## config.mk

```make
export PLATFORM = sky130hd
export DESIGN_NAME = census_line_sequencer
export DESIGN_NICKNAME = d
export VERILOG_FILES = /design/src/rtl/census_line_sequencer.sv
export SDC_FILE = /design/constraint.sdc
export NUM_CORES = 1
export LEC_CHECK = 0
export ABC_AREA = 0
export CORE_MARGIN = 8
export CORE_UTILIZATION = 51
export CTS_CLUSTER_DIAMETER = 200
export DETAILED_ROUTE_END_ITERATION = 8
export PLACE_DENSITY = 0.77
export SLEW_MARGIN = 20
export SYNTH_ARGS = -nofsm -noshare
export SYNTH_HDL_FRONTEND = slang
export SYNTH_SLANG_ARGS = --single-unit
```

## constraint.sdc

```tcl
create_clock -name clk -period 2.2 [get_ports clk]
set_input_delay 0.66 -clock clk [delete_from_list [all_inputs] [get_ports clk]]
set_output_delay 0.66 -clock clk [all_outputs]
set_load 0.005 [all_outputs]
```

## src/rtl/census_line_sequencer.sv

```systemverilog
// Frame/line sequencer for the 3-line census window datapath.
// Counts incoming luma pixels and rotates three line buffers modulo 3.
// Emits one census window per cycle in raster order, together with the
// buffer selects for the window rows and the image-border masks.
// The trailing columns of each line are emitted during horizontal blanking.
// The last image row is emitted after the final input line.
module census_line_sequencer #(
    parameter int unsigned IMG_W  = 320,
    parameter int unsigned IMG_H  = 240,
    parameter int unsigned HALF_W = 7,
    parameter int unsigned XW     = 10,
    parameter int unsigned YW     = 8
) (
    input  logic          clk,
    input  logic          rst,
    input  logic          vsync,
    input  logic          de,
    output logic          wr_en,
    output logic [1:0]    wr_sel,
    output logic [XW-1:0] wr_addr,
    output logic [1:0]    rd_top_sel,
    output logic [1:0]    rd_mid_sel,
    output logic [1:0]    rd_bot_sel,
    output logic [XW-1:0] ctr_x,
    output logic [YW-1:0] ctr_y,
    output logic          win_valid,
    output logic          mask_top,
    output logic          mask_bot,
    output logic          mask_left,
    output logic          mask_right,
    output logic          frame_done,
    output logic          err_overrun
);

    localparam logic [XW-1:0] X_LAST  = XW'(IMG_W - 1);
    localparam logic [XW-1:0] X_HALF  = XW'(HALF_W);
    localparam logic [XW-1:0] X_TAIL0 = XW'(IMG_W - HALF_W);
    localparam logic [XW-1:0] X_TLAST = XW'(HALF_W - 1);
    localparam logic [XW-1:0] X_RCLIP = XW'(IMG_W - 1 - HALF_W);
    localparam logic [YW-1:0] Y_LAST  = YW'(IMG_H - 1);

    typedef enum logic [2:0] {
        S_IDLE,
        S_FILL,
        S_RUN,
        S_TAIL,
        S_FLUSH
    } state_e;

    state_e        state_q, state_d;
    logic [XW-1:0] x_in_q, x_in_d;
    logic [YW-1:0] y_in_q, y_in_d;
    logic [1:0]    cur_q, cur_d;
    logic [XW-1:0] tail_cnt_q, tail_cnt_d;
    logic [XW-1:0] flush_x_q, flush_x_d;
    logic          err_q, err_d;
    logic          done_pend_q, done_pend_d;

    logic          emit_c;
    logic [XW-1:0] ex_c;
    logic [YW-1:0] ey_c;

    logic          win_valid_q;
    logic [XW-1:0] ctr_x_q;
    logic [YW-1:0] ctr_y_q;
    logic          mask_top_q, mask_bot_q, mask_left_q, mask_right_q;
    logic [1:0]    rd_top_q, rd_mid_q, rd_bot_q;
    logic          frame_done_q;

    // Next line buffer index, wrapping 2 -> 0.
    function automatic logic [1:0] inc3(input logic [1:0] c);
        return (c == 2'd2) ? 2'd0 : c + 2'd1;
    endfunction

    // Next-state and window-emit decode.
    always_comb begin
        state_d     = state_q;
        x_in_d      = x_in_q;
        y_in_d      = y_in_q;
        cur_d       = cur_q;
        tail_cnt_d  = tail_cnt_q;
        flush_x_d   = flush_x_q;
        err_d       = err_q;
        done_pend_d = 1'b0;
        emit_c      = 1'b0;
        ex_c        = '0;
        ey_c        = '0;

        if (vsync) begin
            state_d = S_FILL;
            x_in_d  = '0;
            y_in_d  = '0;
            cur_d   = '0;
            err_d   = 1'b0;
        end else begin
            unique case (state_q)
                S_IDLE: begin
                end
                S_FILL, S_RUN: begin
                    if (de) begin
                        x_in_d = (x_in_q == X_LAST) ? '0 : x_in_q + 1'b1;
                        if (state_q == S_RUN && x_in_q >= X_HALF) begin
                            emit_c = 1'b1;
                            ex_c   = x_in_q - X_HALF;
                            ey_c   = y_in_q - 1'b1;
                        end
                        if (x_in_q == X_LAST) begin
                            if (state_q == S_FILL) begin
                                cur_d   = inc3(cur_q);
                                y_in_d  = YW'(1);
                                state_d = S_RUN;
                            end else begin
                                tail_cnt_d = '0;
                                state_d    = S_TAIL;
                            end
                        end
                    end
                end
                S_TAIL: begin
                    // A pixel here belongs to the next line and is dropped.
                    emit_c     = 1'b1;
                    ex_c       = X_TAIL0 + tail_cnt_q;
                    ey_c       = y_in_q - 1'b1;
                    tail_cnt_d = tail_cnt_q + 1'b1;
                    if (de) begin
                        err_d = 1'b1;
                    end
                    if (tail_cnt_q == X_TLAST) begin
                        cur_d  = inc3(cur_q);
                        y_in_d = y_in_q + 1'b1;
                        if (y_in_q == Y_LAST) begin
                            flush_x_d = '0;
                            state_d   = S_FLUSH;
                        end else begin
                            state_d = S_RUN;
                        end
                    end
                end
                S_FLUSH: begin
                    emit_c    = 1'b1;
                    ex_c      = flush_x_q;
                    ey_c      = Y_LAST;
                    flush_x_d = flush_x_q + 1'b1;
                    if (de) begin
                        err_d = 1'b1;
                    end
                    if (flush_x_q == X_LAST) begin
                        done_pend_d = 1'b1;
                        state_d     = S_IDLE;
                    end
                end
                default: begin
                    state_d = S_IDLE;
                end
            endcase
        end
    end

    // State, counters and registered window outputs.
    always_ff @(posedge clk) begin
        if (rst) begin
            state_q      <= S_IDLE;
            x_in_q       <= '0;
            y_in_q       <= '0;
            cur_q        <= '0;
            tail_cnt_q   <= '0;
            flush_x_q    <= '0;
            err_q        <= 1'b0;
            done_pend_q  <= 1'b0;
            win_valid_q  <= 1'b0;
            ctr_x_q      <= '0;
            ctr_y_q      <= '0;
            mask_top_q   <= 1'b0;
            mask_bot_q   <= 1'b0;
            mask_left_q  <= 1'b0;
            mask_right_q <= 1'b0;
            rd_top_q     <= '0;
            rd_mid_q     <= '0;
            rd_bot_q     <= '0;
            frame_done_q <= 1'b0;
        end else begin
            state_q      <= state_d;
            x_in_q       <= x_in_d;
            y_in_q       <= y_in_d;
            cur_q        <= cur_d;
            tail_cnt_q   <= tail_cnt_d;
            flush_x_q    <= flush_x_d;
            err_q        <= err_d;
            done_pend_q  <= done_pend_d;
            frame_done_q <= done_pend_q;
            win_valid_q  <= emit_c;
            if (emit_c) begin
                ctr_x_q      <= ex_c;
                ctr_y_q      <= ey_c;
                mask_top_q   <= (ey_c == '0);
                mask_bot_q   <= (ey_c == Y_LAST);
                mask_left_q  <= (ex_c < X_HALF);
                mask_right_q <= (ex_c > X_RCLIP);
                rd_bot_q     <= cur_q;
                rd_mid_q     <= inc3(inc3(cur_q));
                rd_top_q     <= inc3(cur_q);
            end
        end
    end

    assign wr_en       = de && (state_q == S_FILL || state_q == S_RUN);
    assign wr_sel      = cur_q;
    assign wr_addr     = x_in_q;
    assign rd_top_sel  = rd_top_q;
    assign rd_mid_sel  = rd_mid_q;
    assign rd_bot_sel  = rd_bot_q;
    assign ctr_x       = ctr_x_q;
    assign ctr_y       = ctr_y_q;
    assign win_valid   = win_valid_q;
    assign mask_top    = mask_top_q;
    assign mask_bot    = mask_bot_q;
    assign mask_left   = mask_left_q;
    assign mask_right  = mask_right_q;
    assign frame_done  = frame_done_q;
    assign err_overrun = err_q;

endmodule

```

==> flow_summary.ini <==
[outcome]
status = finished, violations left
violations = setup timing

[sta]
setup_viol = 1
fin_crit_sh = 1.00
timing.final.crit_period_ns = 2.21
max_freq_mhz = 453
relSlewSlack = 0.652
timing.hold.ws_ns = 0.452
rsz0062_at_grt = yes
worst_pin_slew_ns = 0.519
drv_slew = 0
hold_violations = 0
setup_slack_ns = -0.00811
fin_skew_ns = 0.0149

[global_routing]
grt_pass1_wl_mm = 19.4
antenna_found_initial = 0
grt_max_degree = 25
first_global_vias = 3977
track_usage = 0.212
grt.overflow.total = 0

[yosys]
ys_seq_area_frac = 0.373
synth_edf_count = 0
synth_cells = 487
ys_ff_latch = 74
netlist_area_sq_um = 3970
yosys_warnings = 0
synth-async-reset-ratio = 0
synth-main-ff-cell = dfxtp_1
yosys.area.top_type = dfxtp_1
syn_area_per_cell_sq_um = 8.16
ys_types = 72
synth_top_area_share = 0.373
syn-num-nets = 497
ys_top_cells_by_area = dfxtp_1 (37%), nor2_1 (7.7%), xor2_1 (5.5%)

[hold_path]
hold_depth = 1
hold_path.class = flop to flop

[cts]
clockBufferDepth = 2
clk_pin_slew_ns = 0.09
clkLatencyLatePin_ns = 0.36
root_buffer = clkbuf_8
cts_made_buffers = 9
cts_tree = built
cts_sinks = 74
htree_levels = 3

[detailed_routing]
ant_nets = 0
dr.first_iter.drc_count = 301
vias = 4056
routed_wl_mm = 11.7
avgViaCountPerCell = 5.81
drtPass1Iterations = 5
avgRoutedWirePerCell_microns = 16.7
remaining_drc_errors = 0

[floorplanning]
core-area_sq_um = 7650
die_w_microns = 104
start_util = 0.519
die_area_sq_um = 10900
pin_count = 48
placementRows = 32
die_h_microns = 104

[pwr]
p_sw_w = 0.000597
leakage_nw = 2.07
power_density_nw_per_um2 = 529
switching_share = 0.208
seq_power_share = 0.467
clkPwrFrac = 0.501
intPower_w = 0.00228
power_frac_comb = 0.032
vdd_ir_drop_max_mv = 0.330

[final_layout]
synthToLayoutAreaGrowth_pct = 36.9
n_antenna_cell = 0
nNetsFinal = 601
drive_gt1_frac = 0.237
mostFrequentLayoutCells = nor2_1 (80), buf_4 (80), dfxtp_1 (65), clkdlybuf4s50_1 (45), nand2_1 (37)

[job]
drv_cap = 0

[placed_design]
io_buffers = 47
dpl_worst_slack_ns = -0.506
dp_hpwl_mm = 8.46
gp_routability_congestion = 0.938

[worst_setup_path]
arrival_ns = 2.44
end_kind = flop
worstSetupPathType = flop to flop
cp.required_ns = 2.43
rr_worst_depth = 8
cp_max_fo = 5
cp-start-kind = flop
cells by family (layout without fill, tap and decap cells):
| kind of cell | Yosys count | count (layout) | share of synthesized area |
|---|---|---|---|
| muxes | 3 | 3 | 0.00756 |
| buffers and inverters | 46 | 155 | 0.0520 |
| and+or+nand+nor | 216 | 216 | 0.278 |
| adders and majority gates | 6 | 6 | 0.0189 |
| xor gates and xnor gates | 43 | 43 | 0.0948 |
| AOI/OAI and AO/OA | 99 | 99 | 0.175 |
| DFF | 74 | 74 | 0.373 |
area by class of cell:
type | instances | area [sq um]
inverter | 8 | 30.0
timing repair buffer | 131 | 1120
clock buffer | 10 | 138
multi-input combinational | 367 | 2380
clock inverter | 6 | 136
sequential | 74 | 1500
fill | 580 | 2210
tap | 102 | 128
synthesized netlist by cell type, drive strengths merged (11+ instances only):
master  instances
nand3          18
xnor2          18
a21oi          34
a211oi         11
nand2          37
o21ai          14
nor2           81
xor2           25
dfxtp          74
nor3           15
clkbuf         21
buf            17
what timing repair did:
item,in CTS,in global routing
hold buffers,0,0
endpoints found under the setup margin,14,34
pin swaps,2,15
gates resized for setup,11,24
buffers inserted,3,5
sequential cells by signal, summed over array words and instances, names as in the netlist:
| signal | count |
|---|---|
| ctr_x | 10 |
| tail_cnt_q | 10 |
| rd_top_sel | 1 |
| frame_done | 1 |
| y_in_q | 8 |
| state_q | 3 |
| win_valid | 1 |
| mask_left | 1 |
| rd_mid_sel | 2 |
| err_overrun | 1 |
| wr_addr | 10 |
| rd_bot_sel | 2 |
| flush_x_q | 10 |
| mask_bot | 1 |
| mask_right | 1 |
| done_pend_q | 1 |
| ctr_y | 8 |
| mask_top | 1 |
| wr_sel | 2 |
path summary, 6_finish.rpt:
path	start	to	slack (ns)
worst max-delay path	wr_addr[3]$_SDFFE_PP0P_	mask_right$_SDFFE_PP0P_	-0.008
worst min-delay path	done_pend_q$_SDFF_PP0_	frame_done$_SDFF_PP0_	0.45
worst max register to register	wr_addr[3]$_SDFFE_PP0P_	mask_right$_SDFFE_PP0P_	-0.008
worst min register to register	done_pend_q$_SDFF_PP0_	frame_done$_SDFF_PP0_	0.45
metal layers:
metal	GRT usage	vias to the layer above	part of all wire
li1	-	1938	-
met1	0.257	1941	0.43
met2	0.350	151	0.48
met3	0.0415	26	0.056
met4	0.104	0	0.028
met5	0	-	0
stage by stage:
stage	instance area [sq um]	util	total power [W]	cells	TNS, ns
2_1_floorplan	3990	-	0.00141	487	0
3_3_place_gp	5000	0.654	0.00146	675	-14.14
3_5_place_dp	5000	0.654	0.00147	675	-16.32
4_1_cts	5320	0.696	0.00288	694	0
5_1_grt	5440	0.711	0.00296	698	-0.149
6_report	5440	0.711	0.00288	698	-0.00811
power groups by stage:
stage               Combinational [W]  Clock [W]  Sequential, W
finish                      0.0000921    0.00144        0.00134
global route                0.0000989    0.00152        0.00134
CTS                         0.0000894    0.00145        0.00134
detailed placement          0.0000895          0        0.00138
global placement            0.0000884          0        0.00138
floorplan                   0.0000418          0        0.00137
worst max-delay path, stage by stage, from the launching register on:
cell and delay [ns]:
dfxtp_1 0.34, or4_4 0.56, o21ai_4 0.24, buf_4 0.15
a21oi_1 0.05, a221oi_2 0.27, nand2_1 0.15, a21boi_0 0.24
nor2_1 0.08
Power figures use the tool's default switching activity.
==> patch 1 (same settings) <==
Re-encode `state_e` (5 states) as one-hot, 5 bits wide.
--- a/src/rtl/census_line_sequencer.sv
+++ b/src/rtl/census_line_sequencer.sv
@@ -39,12 +39,12 @@
     localparam logic [XW-1:0] X_RCLIP = XW'(IMG_W - 1 - HALF_W);
     localparam logic [YW-1:0] Y_LAST  = YW'(IMG_H - 1);
 
-    typedef enum logic [2:0] {
-        S_IDLE,
-        S_FILL,
-        S_RUN,
-        S_TAIL,
-        S_FLUSH
+    typedef enum logic [4:0] {
+        S_IDLE  = 5'b00001,
+        S_FILL  = 5'b00010,
+        S_RUN   = 5'b00100,
+        S_TAIL  = 5'b01000,
+        S_FLUSH = 5'b10000
     } state_e;
 
     state_e        state_q, state_d;
Formal check against the unedited RTL: same outputs for any inputs over 10 cycles, from zero or initial values and one cycle with rst high; not proved beyond that.
==> patch 1 against the original RTL <==
Sequential cell count rose by 2. Via count increased by 11%. Hold slack lost 0.0037 ns. Power shrank 7.9%. Cell count is 8.9% higher. Design area rose by 7.3%. Area after synthesis grew 8.6%. Count of clock-buffer cells in the layout unchanged. Die area grew 7.3%. Setup slack better by 0.039 ns. Wire length up 13%. Critical path type unchanged. Largest cell class unchanged. Largest power group is now registers.
==> patch 1: results (changes against the original RTL) <==
R2R Setup Slk - 0.03 ns (+0.04 ns)
dpl ws - -0.363 ns (+0.143 ns)
largest net degree at the start of global routing - 17 (-32%)
Worst R2R Path Depth - 7 (-1)
CP endpoint - tail_cnt_q[8]$_SDFFE_PP0P_
Fill cells - 644 (+11%)
ys flop type - dfxtp_1
GRT Total Usage - 0.218 (+0.00643)
Worst Setup SP - wr_addr[1]$_SDFFE_PP0P_
synth warn - 0 (unchanged)
first-pass GRT wire length - 20,400 um (+4.8%)
post-synthesis net count - 544 (+9.5%)
asr flop ratio synth - 0 (unchanged)
Ant. Diodes - 0 (unchanged)
H-tree depth - 3 (unchanged)
Max-Cap Viols - 0 (unchanged)
DRT Pass-1 Iters - 5 (unchanged)
LEAKAGE - 2.14 nW (+3.4%)
worst skew pair latency - 0.36 ns (about the same)
Inserted Clock Buffers - 9 (unchanged)
area post-placement - 5410 um2 (+8.1%)
status - finished clean
commonest cells in the netlist - dfxtp_1 (76), nor2_1 (70), nand2_1 (52), a21oi_1 (36), nor3_1 (30)
Area contributors post-synth - dfxtp_1 (35%), nor2_1 (6.1%), xnor2_1 (4.7%)
Worst-path clk slew - 0.09 ns (about the same)
initial drt markers - 389 (+29%)
Netlist cell types - 73 (+1.4%)
Max FO, Critical Path - 3 (-2)
Setup Skew - 0.0117 ns (-0.00329 ns)
Worst slew margin - 0.678 (+0.0263)
via count - 4,516 (+11%)
Clock Root Buffer - clkbuf_8
hold crit path type - register to register
hold_sp - done_pend_q$_SDFF_PP0_
number of global-route vias before repair - 4,123 (+3.7%)
initial antenna violation count - 0 (unchanged)
Max Buffers Root-to-Sink - 2 (unchanged)
hpwl dp - 9720 um (+15%)
post-synthesis sequential area ratio - 0.353 (-0.0202)
IO buf count - 47 (unchanged)
Min Clock Period, post-route - 2.17 ns (-0.0389 ns)
final WL - 13,100 um (+13%)
critical path arrival - 2.47 ns (+0.03 ns)
routability cong. - 0.908 (-3.2%)
maximum vdd drop - 0.353 mV (+6.9%)
share of layout cells above drive strength 1 - 0.247 (+0.0108)
Layout Nets - 660 (+9.8%)
-- patch 1: cell types whose count changed after synthesis, moves of 5 or more --
cell / before / now
nor2_1: 81 / 70
a211oi_1: 10 / 3
xor2_1: 25 / 20
nor3_1: 15 / 30
a21oi_1: 31 / 36
nand2_1: 37 / 52
xnor2_1: 18 / 23
-- patch 1: power breakdown --
group / switching, mW / internal (mW)
Clock: 0.570 / 0.534
Combinational: 0.0887 / 0.0737
Sequential: 0.00959 / 1.38
-- patch 1: worst min path at each step --
stage / to / slack (ns) / cells after the start
finish: frame_done$_SDFF_PP0_ / 0.45 / 1
global route: mask_top$_SDFFE_PP0P_ / 0.47 / 2
CTS: frame_done$_SDFF_PP0_ / 0.45 / 1
detailed placement: frame_done$_SDFF_PP0_ / 0.43 / 1
global placement: mask_bot$_SDFFE_PP0P_ / 0.44 / 2
floorplan: frame_done$_SDFF_PP0_ / 0.41 / 1
-- patch 1: kinds of logic after synthesis --
kind of cell	share of synthesized area
mux	0.0116
simple gates	0.315
compound gates	0.169
fa+ha+maj	0.0174
flops	0.353
buf+inv	0.0476
xor+xnor	0.0873
-- patch 1: metal layers --
layer  GRT usage  share of wire
met1       0.280           0.44
met3      0.0458          0.075
met4      0.0704          0.022
met5           0              0
met2       0.356           0.46
-- patch 1: what timing repair did --
item,in CTS,in global routing
endpoints found under the setup margin,5,33
setup buffers,1,7
pin swaps,0,11
cloned,0,0
resized for setup,10,33
-- patch 1: critical path, stage by stage, from the launching register on --
cell and delay (ns):
dfxtp_4 0.37, ha_4 0.14, nand4_1 0.17, or4_4 0.56, o21ai_4 0.17, nand3_2 0.10
or4b_1 0.46, a21oi_1 0.14
-- patch 1: through the flow --
stage	hold WS, ns	setup TNS [ns]	utilization	std cells
floorplan	0.414	0	-	534
global placement	0.442	-6.97	0.658	736
detailed placement	0.432	-9.43	0.658	736
CTS	0.450	0	0.688	753
global route	0.469	-0.161	0.710	760
finish	0.448	0	0.710	760
-- patch 1: area by class of cell --
cell class | count | area share
flip-flops and latches | 76 | 0.264
clock inverters | 6 | 0.0122
clock buffers | 10 | 0.0219
well taps | 105 | 0.0225
multi-input cells | 411 | 0.470
inverters | 12 | 0.00772
repair buffers | 140 | 0.202
==> patch 2 (same settings) <==
Made on the original files. Set the parameter `IMG_W` to 240 (it was 320).
--- a/src/rtl/census_line_sequencer.sv
+++ b/src/rtl/census_line_sequencer.sv
@@ -5,7 +5,7 @@
 // The trailing columns of each line are emitted during horizontal blanking.
 // The last image row is emitted after the final input line.
 module census_line_sequencer #(
-    parameter int unsigned IMG_W  = 320,
+    parameter int unsigned IMG_W  = 240,
     parameter int unsigned IMG_H  = 240,
     parameter int unsigned HALF_W = 7,
     parameter int unsigned XW     = 10,
Formal check against the unedited RTL: same outputs for any inputs over 10 cycles, from zero or initial values and one cycle with rst high; that may be too few to reach the edited logic, so the function may still have changed.
==> patch 2 against the original RTL <==
The flow still finishes with violations (negative setup slack). Power decreased by 13%. Global-route usage increased by 0.24 points. Area after synthesis increased by 2.2%. Setup slack got worse by 0.0060 ns. Core utilization decreased by 2.0 points. Wire length increased by 2.8%. Sequential cell count unchanged. Fmax decreased by 0.27%. Design area decreased by 1.8%. Largest cell class unchanged. Highest routed layer unchanged.
==> patch 2: results (changes against the original RTL) <==
met3 Use GR - 0.0280 (-0.0135)
hold crit path type - register to register
failing checks - negative setup slack
hold slack - 0.458 ns (+0.00555 ns)
Setup Skew - 0.0170 ns (+0.00202 ns)
Layout Nets - 618 (+2.8%)
switching fraction of total power - 0.240 (+0.0328)
DRT Pass-1 Iters - 7 (+2)
share of layout cells above drive strength 1 - 0.196 (-0.0408)
H-tree depth - 3 (unchanged)
post-synthesis net count - 524 (+5.4%)
WHS Endpoint - rd_mid_sel[0]$_SDFFE_PP0P_
M2 GR Usage - 0.361 (+0.0114)
worst r2r src - wr_addr[8]$_SDFFE_PP0P_
LEAKAGE - 2.01 nW (-3.2%)
area post-placement - 5060 um2 (+1.1%)
slack of the critical path - -0.0141 ns (-0.00597 ns)
post-synthesis sequential area ratio - 0.365 (-0.00816)
number of global-route vias before repair - 3,957 (-0.50%)
commonest cells in the netlist - dfxtp_1 (74), nor2_1 (66), a21oi_1 (43), nand2_1 (40), clkbuf_1 (29)
Comb group - 98.1 uW (+6.5%)
hpwl dp - 9030 um (+6.7%)
hold_sp - rd_mid_sel[0]$_SDFFE_PP0P_
final non-filler cell total - 715 (+2.4%)
status - finished, violations left
Hold Crit Depth - 2 (+1)
met2 WL - 5770 um (+2.0%)
Area contributors post-synth - dfxtp_1 (36%), nor2_1 (6.1%), a21oi_1 (5.3%)
Fill cells - 626 (+7.9%)
routability cong. - 0.951 (+1.3%)
via count - 4,226 (+4.2%)
final WL - 12,000 um (+2.8%)
wire length on met1 - 5150 um (+2.1%)
Worst R2R Path Depth - 6 (-2)
maximum vdd drop - 0.446 mV (+35%)
met3 wire len - 767 um (+17%)
Comb power frac - 0.039 (+0.007)
Max stage delay on crit path - 0.58 ns (+0.02 ns)
critical path arrival - 2.46 ns (+0.02 ns)
M1 GR Usage - 0.266 (+0.00973)
synthesized area per cell - 7.90 um2 (-3.1%)
Netlist cell types - 65 (-9.7%)
first-pass GRT wire length - 19,700 um (+1.2%)
Final Setup Violations - 1 (unchanged)
Tightest Pin Transition - 0.534 ns (+0.0154 ns)
dpl ws - -0.464 ns (+0.0426 ns)
initial drt markers - 330 (+9.6%)
Reg power frac - 0.536 (+0.069)
setup total negative slack - -0.0141 ns (-0.00597 ns)
dpl cells - 697 (+3.3%)
-- patch 2: cell count changes in the layout (fill, tap and decap cells not counted), moves of 4 or more --
cell / change
xor2_1: -15
inv_1: +4
and4_1: +6
a221oi_1: +4
nor2_1: -14
a21o_1: +5
o21ai_0: +13
a21oi_1: +12
a31oi_1: +6
or3_1: +8
buf_4: -7
-- patch 2: how the worst max path moves through the flow --
| stage | from | end | cells after the start |
|---|---|---|---|
| floorplan | wr_addr[5]$_SDFFE_PP0P_ | mask_right$_SDFFE_PP0P_ | 7 |
| global placement | de | wr_en | 5 |
| detailed placement | de | mask_left$_SDFFE_PP0P_ | 7 |
| CTS | wr_addr[8]$_SDFFE_PP0P_ | mask_right$_SDFFE_PP0P_ | 6 |
| global route | wr_addr[8]$_SDFFE_PP0P_ | mask_right$_SDFFE_PP0P_ | 6 |
| finish | wr_addr[8]$_SDFFE_PP0P_ | mask_right$_SDFFE_PP0P_ | 6 |
-- patch 2: area by class of cell --
class / count / area, um2 / area share
timing repair buffer: 122 / 1050 / 0.196
multi-input combinational: 387 / 2430 / 0.455
tap: 102 / 128 / 0.0239
inverter: 14 / 52.6 / 0.00984
sequential: 74 / 1490 / 0.279
clock buffer: 10 / 128 / 0.0239
clock inverter: 6 / 65.1 / 0.0122
-- patch 2: what timing repair did --
item	CTS	global route
endpoints found under the setup margin	7	43
resized for setup	8	15
setup buffers	3	0
pin swaps	6	5
hold buffers	0	0
-- patch 2: logic make-up after synthesis --
group,count (synthesis),synth area share
and+or+nand+nor,219,0.280
adders and majority gates,6,0.0185
AOI/OAI and AO/OA,132,0.218
muxes,2,0.00493
xor gates and xnor gates,28,0.0604
buffers and inverters,53,0.0539
DFF,74,0.365
